### config.mk
export PLATFORM = sky130hd
export DESIGN_NAME = instr_encoder_flat
export DESIGN_NICKNAME = d
export VERILOG_FILES = /design/src/rtl/mips_pkg.sv /design/src/rtl/instr_encoder_if.sv /design/src/rtl/instr_pack.sv /design/src/rtl/instr_encoder.sv /design/src/flat_wrapper.sv
export SDC_FILE = /design/constraint.sdc
export NUM_CORES = 1
export LEC_CHECK = 0
export ABC_AREA = 1
export CAP_MARGIN = 20
export CORE_MARGIN = 2
export CORE_UTILIZATION = 45
export DETAILED_ROUTE_END_ITERATION = 7
export PLACE_DENSITY_LB_ADDON = 0.05
export SLEW_MARGIN = 20
export SYNTH_ARGS = -nofsm -noshare
export SYNTH_HDL_FRONTEND = slang
export SYNTH_SLANG_ARGS = --single-unit
### constraint.sdc
create_clock -name clk -period 2 [get_ports clk]
set_input_delay 0.4 -clock clk [delete_from_list [all_inputs] [get_ports clk]]
set_output_delay 0.4 -clock clk [all_outputs]
set_load 0.005 [all_outputs]
### src/rtl/mips_pkg.sv
// Shared MIPS definitions: mnemonic codes, opcode/funct values and field widths.
// The instruction encoder and the control unit both import this package.
package mips_pkg;

  // Instruction format field widths
  localparam int INSTR_W  = 32;
  localparam int OPCODE_W = 6;
  localparam int REG_W    = 5;
  localparam int SHAMT_W  = 5;
  localparam int FUNCT_W  = 6;
  localparam int IMM_W    = 16;
  localparam int TARGET_W = 26;
  localparam int OP_W     = 5;

  // Symbolic mnemonic codes carried on the request bus
  typedef enum logic [OP_W-1:0] {
    OP_ADD   = 5'd0,
    OP_SUB   = 5'd1,
    OP_AND   = 5'd2,
    OP_OR    = 5'd3,
    OP_XOR   = 5'd4,
    OP_NOR   = 5'd5,
    OP_ADDU  = 5'd6,
    OP_SUBU  = 5'd7,
    OP_SLT   = 5'd8,
    OP_SLTU  = 5'd9,
    OP_SRL   = 5'd10,
    OP_SLL   = 5'd11,
    OP_ADDI  = 5'd12,
    OP_ADDIU = 5'd13,
    OP_ANDI  = 5'd14,
    OP_ORI   = 5'd15,
    OP_XORI  = 5'd16,
    OP_SLTI  = 5'd17,
    OP_SLTIU = 5'd18,
    OP_LW    = 5'd19,
    OP_SW    = 5'd20,
    OP_BEQ   = 5'd21,
    OP_BNE   = 5'd22,
    OP_J     = 5'd23,
    OP_JAL   = 5'd24
  } op_e;

  // Instruction format selected for a mnemonic; FMT_ILL marks unused codes
  typedef enum logic [1:0] {
    FMT_ILL = 2'd0,
    FMT_R   = 2'd1,
    FMT_I   = 2'd2,
    FMT_J   = 2'd3
  } fmt_e;

  // Encoder session states
  typedef enum logic [1:0] {
    ST_IDLE   = 2'd0,
    ST_ACCEPT = 2'd1,
    ST_WRITE  = 2'd2,
    ST_DONE   = 2'd3
  } enc_state_e;

  // Primary opcodes
  localparam logic [OPCODE_W-1:0] OPC_RTYPE = 6'b000000;
  localparam logic [OPCODE_W-1:0] OPC_ADDI  = 6'b001000;
  localparam logic [OPCODE_W-1:0] OPC_ADDIU = 6'b001001;
  localparam logic [OPCODE_W-1:0] OPC_ANDI  = 6'b001100;
  localparam logic [OPCODE_W-1:0] OPC_ORI   = 6'b001101;
  localparam logic [OPCODE_W-1:0] OPC_XORI  = 6'b001110;
  localparam logic [OPCODE_W-1:0] OPC_SLTI  = 6'b001010;
  localparam logic [OPCODE_W-1:0] OPC_SLTIU = 6'b001011;
  localparam logic [OPCODE_W-1:0] OPC_LW    = 6'b100011;
  localparam logic [OPCODE_W-1:0] OPC_SW    = 6'b101011;
  localparam logic [OPCODE_W-1:0] OPC_BEQ   = 6'b000100;
  localparam logic [OPCODE_W-1:0] OPC_BNE   = 6'b000101;
  localparam logic [OPCODE_W-1:0] OPC_J     = 6'b000010;
  localparam logic [OPCODE_W-1:0] OPC_JAL   = 6'b000011;

  // R-type funct values
  localparam logic [FUNCT_W-1:0] FN_ADD  = 6'b100000;
  localparam logic [FUNCT_W-1:0] FN_SUB  = 6'b100010;
  localparam logic [FUNCT_W-1:0] FN_AND  = 6'b100100;
  localparam logic [FUNCT_W-1:0] FN_OR   = 6'b100101;
  localparam logic [FUNCT_W-1:0] FN_XOR  = 6'b100110;
  localparam logic [FUNCT_W-1:0] FN_NOR  = 6'b100111;
  localparam logic [FUNCT_W-1:0] FN_ADDU = 6'b100001;
  localparam logic [FUNCT_W-1:0] FN_SUBU = 6'b100011;
  localparam logic [FUNCT_W-1:0] FN_SLT  = 6'b101010;
  localparam logic [FUNCT_W-1:0] FN_SLTU = 6'b101011;
  localparam logic [FUNCT_W-1:0] FN_SRL  = 6'b000010;
  localparam logic [FUNCT_W-1:0] FN_SLL  = 6'b000000;

  // Shift instructions take their amount from shamt and ignore rs
  function automatic logic is_shift(input logic [OP_W-1:0] op);
    return (op == OP_SLL) || (op == OP_SRL);
  endfunction

endpackage

### src/rtl/instr_encoder_if.sv
// Symbolic instruction request bus: valid/ready handshake plus the fields
// needed to build one MIPS word. The master drives requests, the encoder is the slave.
interface instr_encoder_if;
  import mips_pkg::*;

  logic                req_valid;
  logic                req_ready;
  logic [OP_W-1:0]     req_op;
  logic [REG_W-1:0]    req_rs;
  logic [REG_W-1:0]    req_rt;
  logic [REG_W-1:0]    req_rd;
  logic [SHAMT_W-1:0]  req_shamt;
  logic [IMM_W-1:0]    req_imm;
  logic [TARGET_W-1:0] req_target;
  logic                req_last;

  modport master (
    output req_valid, req_op, req_rs, req_rt, req_rd, req_shamt,
           req_imm, req_target, req_last,
    input  req_ready
  );

  modport slave (
    input  req_valid, req_op, req_rs, req_rt, req_rd, req_shamt,
           req_imm, req_target, req_last,
    output req_ready
  );

endinterface

### src/rtl/instr_pack.sv
// Combinational packer: turns a mnemonic code and its fields into a 32-bit
// MIPS word, flagging codes that have no encoding.
module instr_pack
  import mips_pkg::*;
(
  input  logic [OP_W-1:0]     op,
  input  logic [REG_W-1:0]    rs,
  input  logic [REG_W-1:0]    rt,
  input  logic [REG_W-1:0]    rd,
  input  logic [SHAMT_W-1:0]  shamt,
  input  logic [IMM_W-1:0]    imm,
  input  logic [TARGET_W-1:0] target,
  output logic [INSTR_W-1:0]  word,
  output logic                illegal
);

  fmt_e                fmt;
  logic [OPCODE_W-1:0] opcode;
  logic [FUNCT_W-1:0]  funct;

  // Map each mnemonic to its format and its opcode or funct value
  always_comb begin
    fmt    = FMT_ILL;
    opcode = OPC_RTYPE;
    funct  = FN_SLL;
    case (op)
      OP_ADD:   begin fmt = FMT_R; funct  = FN_ADD;    end
      OP_SUB:   begin fmt = FMT_R; funct  = FN_SUB;    end
      OP_AND:   begin fmt = FMT_R; funct  = FN_AND;    end
      OP_OR:    begin fmt = FMT_R; funct  = FN_OR;     end
      OP_XOR:   begin fmt = FMT_R; funct  = FN_XOR;    end
      OP_NOR:   begin fmt = FMT_R; funct  = FN_NOR;    end
      OP_ADDU:  begin fmt = FMT_R; funct  = FN_ADDU;   end
      OP_SUBU:  begin fmt = FMT_R; funct  = FN_SUBU;   end
      OP_SLT:   begin fmt = FMT_R; funct  = FN_SLT;    end
      OP_SLTU:  begin fmt = FMT_R; funct  = FN_SLTU;   end
      OP_SRL:   begin fmt = FMT_R; funct  = FN_SRL;    end
      OP_SLL:   begin fmt = FMT_R; funct  = FN_SLL;    end
      OP_ADDI:  begin fmt = FMT_I; opcode = OPC_ADDI;  end
      OP_ADDIU: begin fmt = FMT_I; opcode = OPC_ADDIU; end
      OP_ANDI:  begin fmt = FMT_I; opcode = OPC_ANDI;  end
      OP_ORI:   begin fmt = FMT_I; opcode = OPC_ORI;   end
      OP_XORI:  begin fmt = FMT_I; opcode = OPC_XORI;  end
      OP_SLTI:  begin fmt = FMT_I; opcode = OPC_SLTI;  end
      OP_SLTIU: begin fmt = FMT_I; opcode = OPC_SLTIU; end
      OP_LW:    begin fmt = FMT_I; opcode = OPC_LW;    end
      OP_SW:    begin fmt = FMT_I; opcode = OPC_SW;    end
      OP_BEQ:   begin fmt = FMT_I; opcode = OPC_BEQ;   end
      OP_BNE:   begin fmt = FMT_I; opcode = OPC_BNE;   end
      OP_J:     begin fmt = FMT_J; opcode = OPC_J;     end
      OP_JAL:   begin fmt = FMT_J; opcode = OPC_JAL;   end
      default:  fmt = FMT_ILL;
    endcase
  end

  // Assemble the word; shifts zero rs, every other R-type zeroes shamt
  always_comb begin
    word    = '0;
    illegal = 1'b0;
    case (fmt)
      FMT_R: begin
        if (is_shift(op)) begin
          word = {OPC_RTYPE, {REG_W{1'b0}}, rt, rd, shamt, funct};
        end else begin
          word = {OPC_RTYPE, rs, rt, rd, {SHAMT_W{1'b0}}, funct};
        end
      end
      FMT_I:   word = {opcode, rs, rt, imm};
      FMT_J:   word = {opcode, target};
      default: illegal = 1'b1;
    endcase
  end

endmodule

### src/rtl/instr_encoder.sv
// Program-loading encoder: accepts symbolic instruction requests, packs them
// into MIPS words and writes them to instruction memory from address 0 upward.
module instr_encoder
  import mips_pkg::*;
#(
  parameter int IMEM_DEPTH = 256,
  parameter int ADDR_W     = 8
) (
  input  logic               clk,
  input  logic               rst_n,
  input  logic               start,
  instr_encoder_if.slave     req,
  output logic               imem_we,
  output logic [ADDR_W-1:0]  imem_addr,
  output logic [INSTR_W-1:0] imem_wdata,
  output logic               busy,
  output logic               done,
  output logic               err_illegal,
  output logic               err_full,
  output logic [ADDR_W:0]    instr_count
);

  localparam logic [ADDR_W-1:0] LAST_ADDR = ADDR_W'(IMEM_DEPTH - 1);

  enc_state_e          state_q, state_d;
  logic [ADDR_W-1:0]   ptr_q, ptr_d;
  logic [ADDR_W:0]     count_q, count_d;
  logic [INSTR_W-1:0]  word_q, word_d;
  logic                last_q, last_d;
  logic                err_illegal_q, err_illegal_d;
  logic                err_full_q, err_full_d;

  logic [INSTR_W-1:0]  pack_word;
  logic                pack_illegal;
  logic                handshake;
  logic                at_end;

  instr_pack u_pack (
    .op      (req.req_op),
    .rs      (req.req_rs),
    .rt      (req.req_rt),
    .rd      (req.req_rd),
    .shamt   (req.req_shamt),
    .imm     (req.req_imm),
    .target  (req.req_target),
    .word    (pack_word),
    .illegal (pack_illegal)
  );

  assign handshake = (state_q == ST_ACCEPT) && req.req_valid;
  assign at_end    = (ptr_q == LAST_ADDR);

  // State register
  always_ff @(posedge clk) begin
    if (!rst_n) begin
      state_q <= ST_IDLE;
    end else begin
      state_q <= state_d;
    end
  end

  // Next-state: illegal requests stay in ACCEPT unless they close the session
  always_comb begin
    state_d = state_q;
    case (state_q)
      ST_IDLE: begin
        if (start) state_d = ST_ACCEPT;
      end
      ST_ACCEPT: begin
        if (handshake) begin
          if (!pack_illegal)        state_d = ST_WRITE;
          else if (req.req_last)    state_d = ST_DONE;
        end
      end
      ST_WRITE: begin
        if (last_q || at_end) state_d = ST_DONE;
        else                  state_d = ST_ACCEPT;
      end
      ST_DONE: state_d = ST_IDLE;
      default: state_d = ST_IDLE;
    endcase
  end

  // Outputs from state; the write strobe drops as soon as reset is asserted
  always_comb begin
    req.req_ready = (state_q == ST_ACCEPT);
    imem_we       = (state_q == ST_WRITE) && rst_n;
    imem_addr     = (state_q == ST_WRITE) ? ptr_q  : '0;
    imem_wdata    = (state_q == ST_WRITE) ? word_q : '0;
    busy          = (state_q != ST_IDLE);
    done          = (state_q == ST_DONE);
    err_illegal   = err_illegal_q;
    err_full      = err_full_q;
    instr_count   = count_q;
  end

  // Datapath: session clear on start, capture on handshake, advance on write
  always_comb begin
    ptr_d         = ptr_q;
    count_d       = count_q;
    word_d        = word_q;
    last_d        = last_q;
    err_illegal_d = err_illegal_q;
    err_full_d    = err_full_q;
    case (state_q)
      ST_IDLE: begin
        if (start) begin
          ptr_d         = '0;
          count_d       = '0;
          err_illegal_d = 1'b0;
          err_full_d    = 1'b0;
        end
      end
      ST_ACCEPT: begin
        if (handshake) begin
          if (pack_illegal) begin
            err_illegal_d = 1'b1;
          end else begin
            word_d = pack_word;
            last_d = req.req_last;
          end
        end
      end
      ST_WRITE: begin
        ptr_d   = ptr_q + 1'b1;
        count_d = count_q + 1'b1;
        if (!last_q && at_end) err_full_d = 1'b1;
      end
      default: ;
    endcase
  end

  // Datapath registers
  always_ff @(posedge clk) begin
    if (!rst_n) begin
      ptr_q         <= '0;
      count_q       <= '0;
      word_q        <= '0;
      last_q        <= 1'b0;
      err_illegal_q <= 1'b0;
      err_full_q    <= 1'b0;
    end else begin
      ptr_q         <= ptr_d;
      count_q       <= count_d;
      word_q        <= word_d;
      last_q        <= last_d;
      err_illegal_q <= err_illegal_d;
      err_full_q    <= err_full_d;
    end
  end

endmodule

### src/flat_wrapper.sv
// flat-port wrapper written by rule: the top's interface ports become plain ports
module instr_encoder_flat import mips_pkg::*;
#(
  parameter int IMEM_DEPTH = 256,
  parameter int ADDR_W     = 8
)
  (clk, rst_n, start, imem_we, imem_addr, imem_wdata, busy, done, err_illegal, err_full, instr_count, req_req_valid, req_req_op, req_req_rs, req_req_rt, req_req_rd, req_req_shamt, req_req_imm, req_req_target, req_req_last, req_req_ready);
  instr_encoder_if req_i ();
  input  logic clk;
  input  logic rst_n;
  input  logic start;
  output logic imem_we;
  output logic [ADDR_W-1:0] imem_addr;
  output logic [INSTR_W-1:0] imem_wdata;
  output logic busy;
  output logic done;
  output logic err_illegal;
  output logic err_full;
  output logic [ADDR_W:0] instr_count;
  input wire logic [$bits(req_i.req_valid)-1:0] req_req_valid;
  input wire logic [$bits(req_i.req_op)-1:0] req_req_op;
  input wire logic [$bits(req_i.req_rs)-1:0] req_req_rs;
  input wire logic [$bits(req_i.req_rt)-1:0] req_req_rt;
  input wire logic [$bits(req_i.req_rd)-1:0] req_req_rd;
  input wire logic [$bits(req_i.req_shamt)-1:0] req_req_shamt;
  input wire logic [$bits(req_i.req_imm)-1:0] req_req_imm;
  input wire logic [$bits(req_i.req_target)-1:0] req_req_target;
  input wire logic [$bits(req_i.req_last)-1:0] req_req_last;
  output wire logic [$bits(req_i.req_ready)-1:0] req_req_ready;
  assign req_i.req_valid = req_req_valid;
  assign req_i.req_op = req_req_op;
  assign req_i.req_rs = req_req_rs;
  assign req_i.req_rt = req_req_rt;
  assign req_i.req_rd = req_req_rd;
  assign req_i.req_shamt = req_req_shamt;
  assign req_i.req_imm = req_req_imm;
  assign req_i.req_target = req_req_target;
  assign req_i.req_last = req_req_last;
  assign req_req_ready = req_i.req_ready;
  instr_encoder #(.IMEM_DEPTH(IMEM_DEPTH), .ADDR_W(ADDR_W)) u_core (.clk(clk), .rst_n(rst_n), .start(start), .req(req_i), .imem_we(imem_we), .imem_addr(imem_addr), .imem_wdata(imem_wdata), .busy(busy), .done(done), .err_illegal(err_illegal), .err_full(err_full), .instr_count(instr_count));
endmodule
==> Yosys cells after proc, flatten, opt, wreduce, memory -nomap -nowiden <==
Index checks and enable logic that the tools add are counted.
{ "op_classes": {"n_reduce_logical": 20, "n_eq_ne": 36, "add_sub_neg": 2, "muxes": 23} }
{ "ops": {"columns": ["cell", "n"], "rows": [
  ["case mux 32 bit (3 select lines)", 1],
  ["case mux 6 bit (13 select lines)", 1],
  ["case mux 6 bit (11 select lines)", 1],
  ["equality test 5 bit, second input constant", 9],
  ["equality test 5 x 4 -> 1 bit, second input constant", 8],
  ["2-to-1 mux 32 bit", 1],
  ["2-to-1 mux 26 bit", 1],
  ["equality test 5 x 3 -> 1 bit, second input constant", 4],
  ["case mux 9 bit (2 select lines)", 1],
  ["2-to-1 mux 8 bit", 2],
  ["case mux 8 bit (2 select lines)", 1],
  ["OR reduction 12 bit", 1],
  ["OR reduction 11 bit", 1],
  ["equality test 5 x 2 -> 1 bit, second input constant", 2],
  ["2-to-1 mux 2 bit", 5],
  ["adder 9 x 1 -> 9 bit, second input constant", 1],
  ["2-to-1 mux 9 bit", 1],
  ["AND reduction 3 bit", 3],
  ["adder 8 x 1 -> 8 bit, second input constant", 1],
  ["equality test 2 bit, second input constant", 4],
  ["equality test 8 bit, second input constant", 1],
  ["case mux 2 bit (4 select lines)", 1],
  ["!= test 2 bit, second input constant", 3],
  ["case mux 2 bit (3 select lines)", 1],
  ["other kinds (16)", 26]
]} }
{ "word_totals": {"output_inout_bits": 55, "regBits": 54, "input_bits": 72, "word_cells": 88} }

==> Logic depth before layout (Yosys ltp) <==
{ "depth": {"depth_word": 8, "mapped_depth": 13, "depth_no_buf": 13} }

==> Modules after synthesis <==
From an unflattened synthesis, not the netlist that was laid out.
{ "unflattened": {"hier_cells": 536, "area_unflattened_um2": 3458.3} }
{ "modules_own_cells": {"columns": ["module", "instances", "seq_area_each_um2", "area_each_um2", "cells_per_inst"], "rows": [
  ["instr_encoder", 1, 1081.0, 2504.9, 357],
  ["instr_pack", 1, 0.0, 953.4, 179]
]} }

==> Least setup slack after synthesis <==
No wires, ideal clock.
{ "synth_timing": {"kind": "flip-flop to output port", "from": "register u_core.state_q[0]", "to": "output imem_addr[1]", "path_slack_ns": 0.379, "path_stages_with_launch": 6, "arrival_time_ns": 1.221, "required_ns": 1.600, "n_path_buf": 2, "path_cell_list": "dfxtp_1 -> nor2_4 -> inv_2 -> clkbuf_1 -> clkbuf_1 -> nor2_1"} }
{ "synth_between": {"elab_chain_len": 2} }
{ "synth_lines": {"columns": ["element", "line", "text"], "rows": [
  ["from (decl)", "instr_encoder.sv:25", "enc_state_e state_q, state_d;"],
  ["from (signal assigned)", "instr_encoder.sv:58", "state_q <= state_d;"],
  ["equality test 2 bit", "instr_encoder.sv:88", "imem_addr = (state_q == ST_WRITE) ? ptr_q : '0;"],
  ["2-to-1 mux 8 bit", "instr_encoder.sv:88", null],
  ["to (decl)", "flat_wrapper.sv:13", "output logic [ADDR_W-1:0] imem_addr;"]
]} }
Every way passes these cells.

==> Final worst setup path <==
{ "layout_timing": {"from": "register u_core.state_q[1]", "to": "output imem_wdata[2]"} }
{ "layout_between": {"elab_chain_len": 2} }
{ "layout_lines": {"columns": ["element", "line", "text"], "rows": [
  ["equality test 2 bit", "instr_encoder.sv:89", "imem_wdata = (state_q == ST_WRITE) ? word_q : '0;"],
  ["2-to-1 mux 32 bit", "instr_encoder.sv:89", null],
  ["to (decl)", "flat_wrapper.sv:14", "output logic [INSTR_W-1:0] imem_wdata;"]
]} }
Every way passes these cells.

==> flow_summary.ini <==
[clock_tree]
numCtsBuffers = 5
cts_resized = 18
cts_hold_buf = 0
clock_latency_ns = 0.31
htree_levels = 2
cts_tree = built
root_buffer = clkbuf_8
clock-sinks = 53
post_cts_buffers = 0
worst_setup_hold_path_clk_slew_ns = 0.10
cts_buffer_depth = 2

[run_status]
outcome = complete, but fails checks
violations = negative setup slack

[final_layout]
layout-drive-gt1-share_pct = 10.6
fin_util_pct = 69.8
diodes = 0
num-fill-cells = 675
area_growth_pct = 51.7
final_cell_area_um2 = 5040
nets = 791

[critical_path]
cp.arrival_ns = 1.67
cp-startpoint = u_core.state_q[1]
reg2reg_depth = 7
r2r_end = u_core.instr_count[8]
cp.required_ns = 1.60
path_class = flip-flop to output pin
startpoint_type = flip-flop
endpoint_kind = output pin
endpoint = imem_wdata[2]
cp_max_fo = 12
r2r_start = u_core.instr_count[0]
ff2ff_setup_slack_ns = 0.38

[logic_synthesis]
synth_ff_type = dfxtp_1
synth.most_common_cell = nand2_1
synth_area_leaders = dfxtp_1 32%, nand2_1 21%, nor2_1 15%, inv_1 7.0%, nand3_1 5.7%
ys.warnings.count = 0
synth_top_family_by_area = simple AND/OR/NAND/NOR gates
syn_area_um2 = 3320
synth_top_cell_by_area = dfxtp_1
synthCells = 565
synthTopCellsByCount = 183 x nand2_1, 134 x nor2_1, 62 x inv_1
muxShareOfSynthArea_pct = 0
ys_seq_area_share_pct = 32.0
synth_compound_area_share_pct = 7.80
syn-num-nets = 639
synthAdderAreaFrac_pct = 0.754
synth_edf_count = 0
synth-simple-area-share_pct = 46.3
avgSynthCellArea_um2 = 5.88
synth-seq-cells = 53
synth_xor_area_share_pct = 0
synth_top_area_share_pct = 32.0
synth_cell_type_count = 34
async_flop_share_pct = 0

[floorplanning]
io_pins = 127
core_area_um2 = 7210
start_util_pct = 46.0
die_area_um2 = 8080
fp.dieW_um = 89.9
die_h_um = 89.9
rows = 31

[route]
wl_mm = 9.74
wire_per_inst_um = 11.9
first_pass_iters = 4
via_per_inst = 4.76
drc = 0
num_vias = 3886
postRouteAntennaNets = 0
drt_iter0_drc = 152

[pwr]
power.internal_w = 0.00170
net-switching-power_w = 0.000721
p_comb_share_pct = 26.3
p_sw_share_pct = 29.8
peakVddDrop_mv = 0.353
power.share.clock_pct = 27.3
pwr_density_cell_nw_per_um2 = 481
p_leak_nw = 2.63
pwr-share-seq_pct = 46.4

[global_route]
track_usage_pct = 24.4
grt_pass1_wl_mm = 16.5
grt-ovfl-total = 0
first_global_vias = 3752
grt_max_degree = 55
antenna_found_initial = 0

[timing]
setup_slack_ns = -0.0665
rsz0062_at_grt = true
drv_slew = 0
whs_ns = 0.475
fmax_ghz = 0.484
min_period_ns = 2.07
finalHoldViolations = 0
fin_skew_ns = 0.00936
setup_viol = 4
period_share_pct = 103

[placement]
dp_hpwl_mm = 7.38
gp_congestion = 0.900
dpl_cell_area_um2 = 4880
io_buffers = 125

[hold_path]
worst_hold_path_type = flip-flop to flip-flop

[flow_run]
drv_cap = 0
==> worst min path at each step <==
stage	start	to	depth (start not counted)
3_5_place_dp	u_core.err_full	u_core.err_full	2
5_1_grt	u_core.word_q[28]	u_core.word_q[28]	2
4_1_cts	u_core.err_full	u_core.err_full	2
6_report	u_core.err_full	u_core.err_full	2
2_1_floorplan	u_core.word_q[28]	u_core.word_q[28]	2
3_3_place_gp	u_core.err_full	u_core.err_full	2
==> cell usage in the layout, fill, tap and decap left out, types with 2 or more instances in the layout <==
cell,n
dlymetal6s2s_1,19
a32o_1,2
dfxtp_2,2
nand4_1,4
clkbuf_8,6
buf_4,36
dfxtp_1,51
nor2_1,129
o21ai_0,9
inv_2,6
buf_12,3
clkdlybuf4s50_1,92
nand3_1,38
nor2_2,9
o31ai_1,3
nand2_2,3
nand2_1,183
a21oi_1,17
inv_1,62
ha_1,2
nor3_1,5
dlygate4sd2_1,14
nand3_2,2
a221oi_1,4
buf_6,2
==> power groups by stage <==
stage	combinational, W	sequential, W	clock [W]
floorplan	0.000338	0.00114	0
global placement	0.000620	0.00114	0
detailed placement	0.000631	0.00115	0
CTS	0.000635	0.00112	0.000673
global route	0.000716	0.00113	0.000708
finish	0.000637	0.00112	0.000661
==> worst max-delay path, cell delays in order (launching register included) <==
cell	delay [ns]
dfxtp_2	0.35
inv_2	0.05
nor2_4	0.13
inv_6	0.08
buf_6	0.16
nor2_1	0.08
clkdlybuf4s50_1	0.50
==> sequential cells by signal, indices dropped and copies added (netlist names) <==
| register | flops |
|---|---|
| u_core.word_q | 31 |
| u_core.instr_count | 9 |
| u_core.ptr_q | 8 |
| u_core.state_q | 2 |
| u_core.err_full | 1 |
| u_core.err_illegal | 1 |
| u_core.last_q | 1 |
==> layer usage <==
layer	global-route usage, %	part of all wire (%)	wire length, um
met1	27.7	42	4080
met5	0	0	0
met4	5.26	0.93	91
met2	46.6	51	4930
met3	5.45	6.5	634
==> area by class of cell <==
class | count | area (um2) | share of cell area (%)
clock buffers | 6 | 82.6 | 1.64
clock inverters | 2 | 13.8 | 0.273
inverters | 70 | 268 | 5.32
multi-input cells | 420 | 1840 | 36.5
flip-flops and latches | 53 | 1060 | 21.1
well taps | 99 | 124 | 2.46
repair buffers | 167 | 1650 | 32.7
==> cells by family (layout without fill, tap and decap cells) <==
| group | after synthesis | after routing |
|---|---|---|
| AND/OR/NAND/NOR | 378 | 378 |
| buffers and inverters | 92 | 245 |
| flip-flops | 53 | 53 |
| AO/OA/AOI/OAI | 39 | 39 |
| adder cells (fa/ha/maj) | 2 | 2 |
| other | 1 | 1 |
==> metrics by stage <==
stage,worst slack [ns],instances,TNS (ns),total power (W)
2_1_floorplan,0.379,565,0,0.00148
3_5_place_dp,-0.193,809,-4.44,0.00178
3_3_place_gp,-0.178,809,-4.09,0.00177
6_report,-0.0665,817,-0.183,0.00242
4_1_cts,-0.131,817,-1.80,0.00243
5_1_grt,-0.127,817,-0.628,0.00255
(Power assumes the default switching activity.)
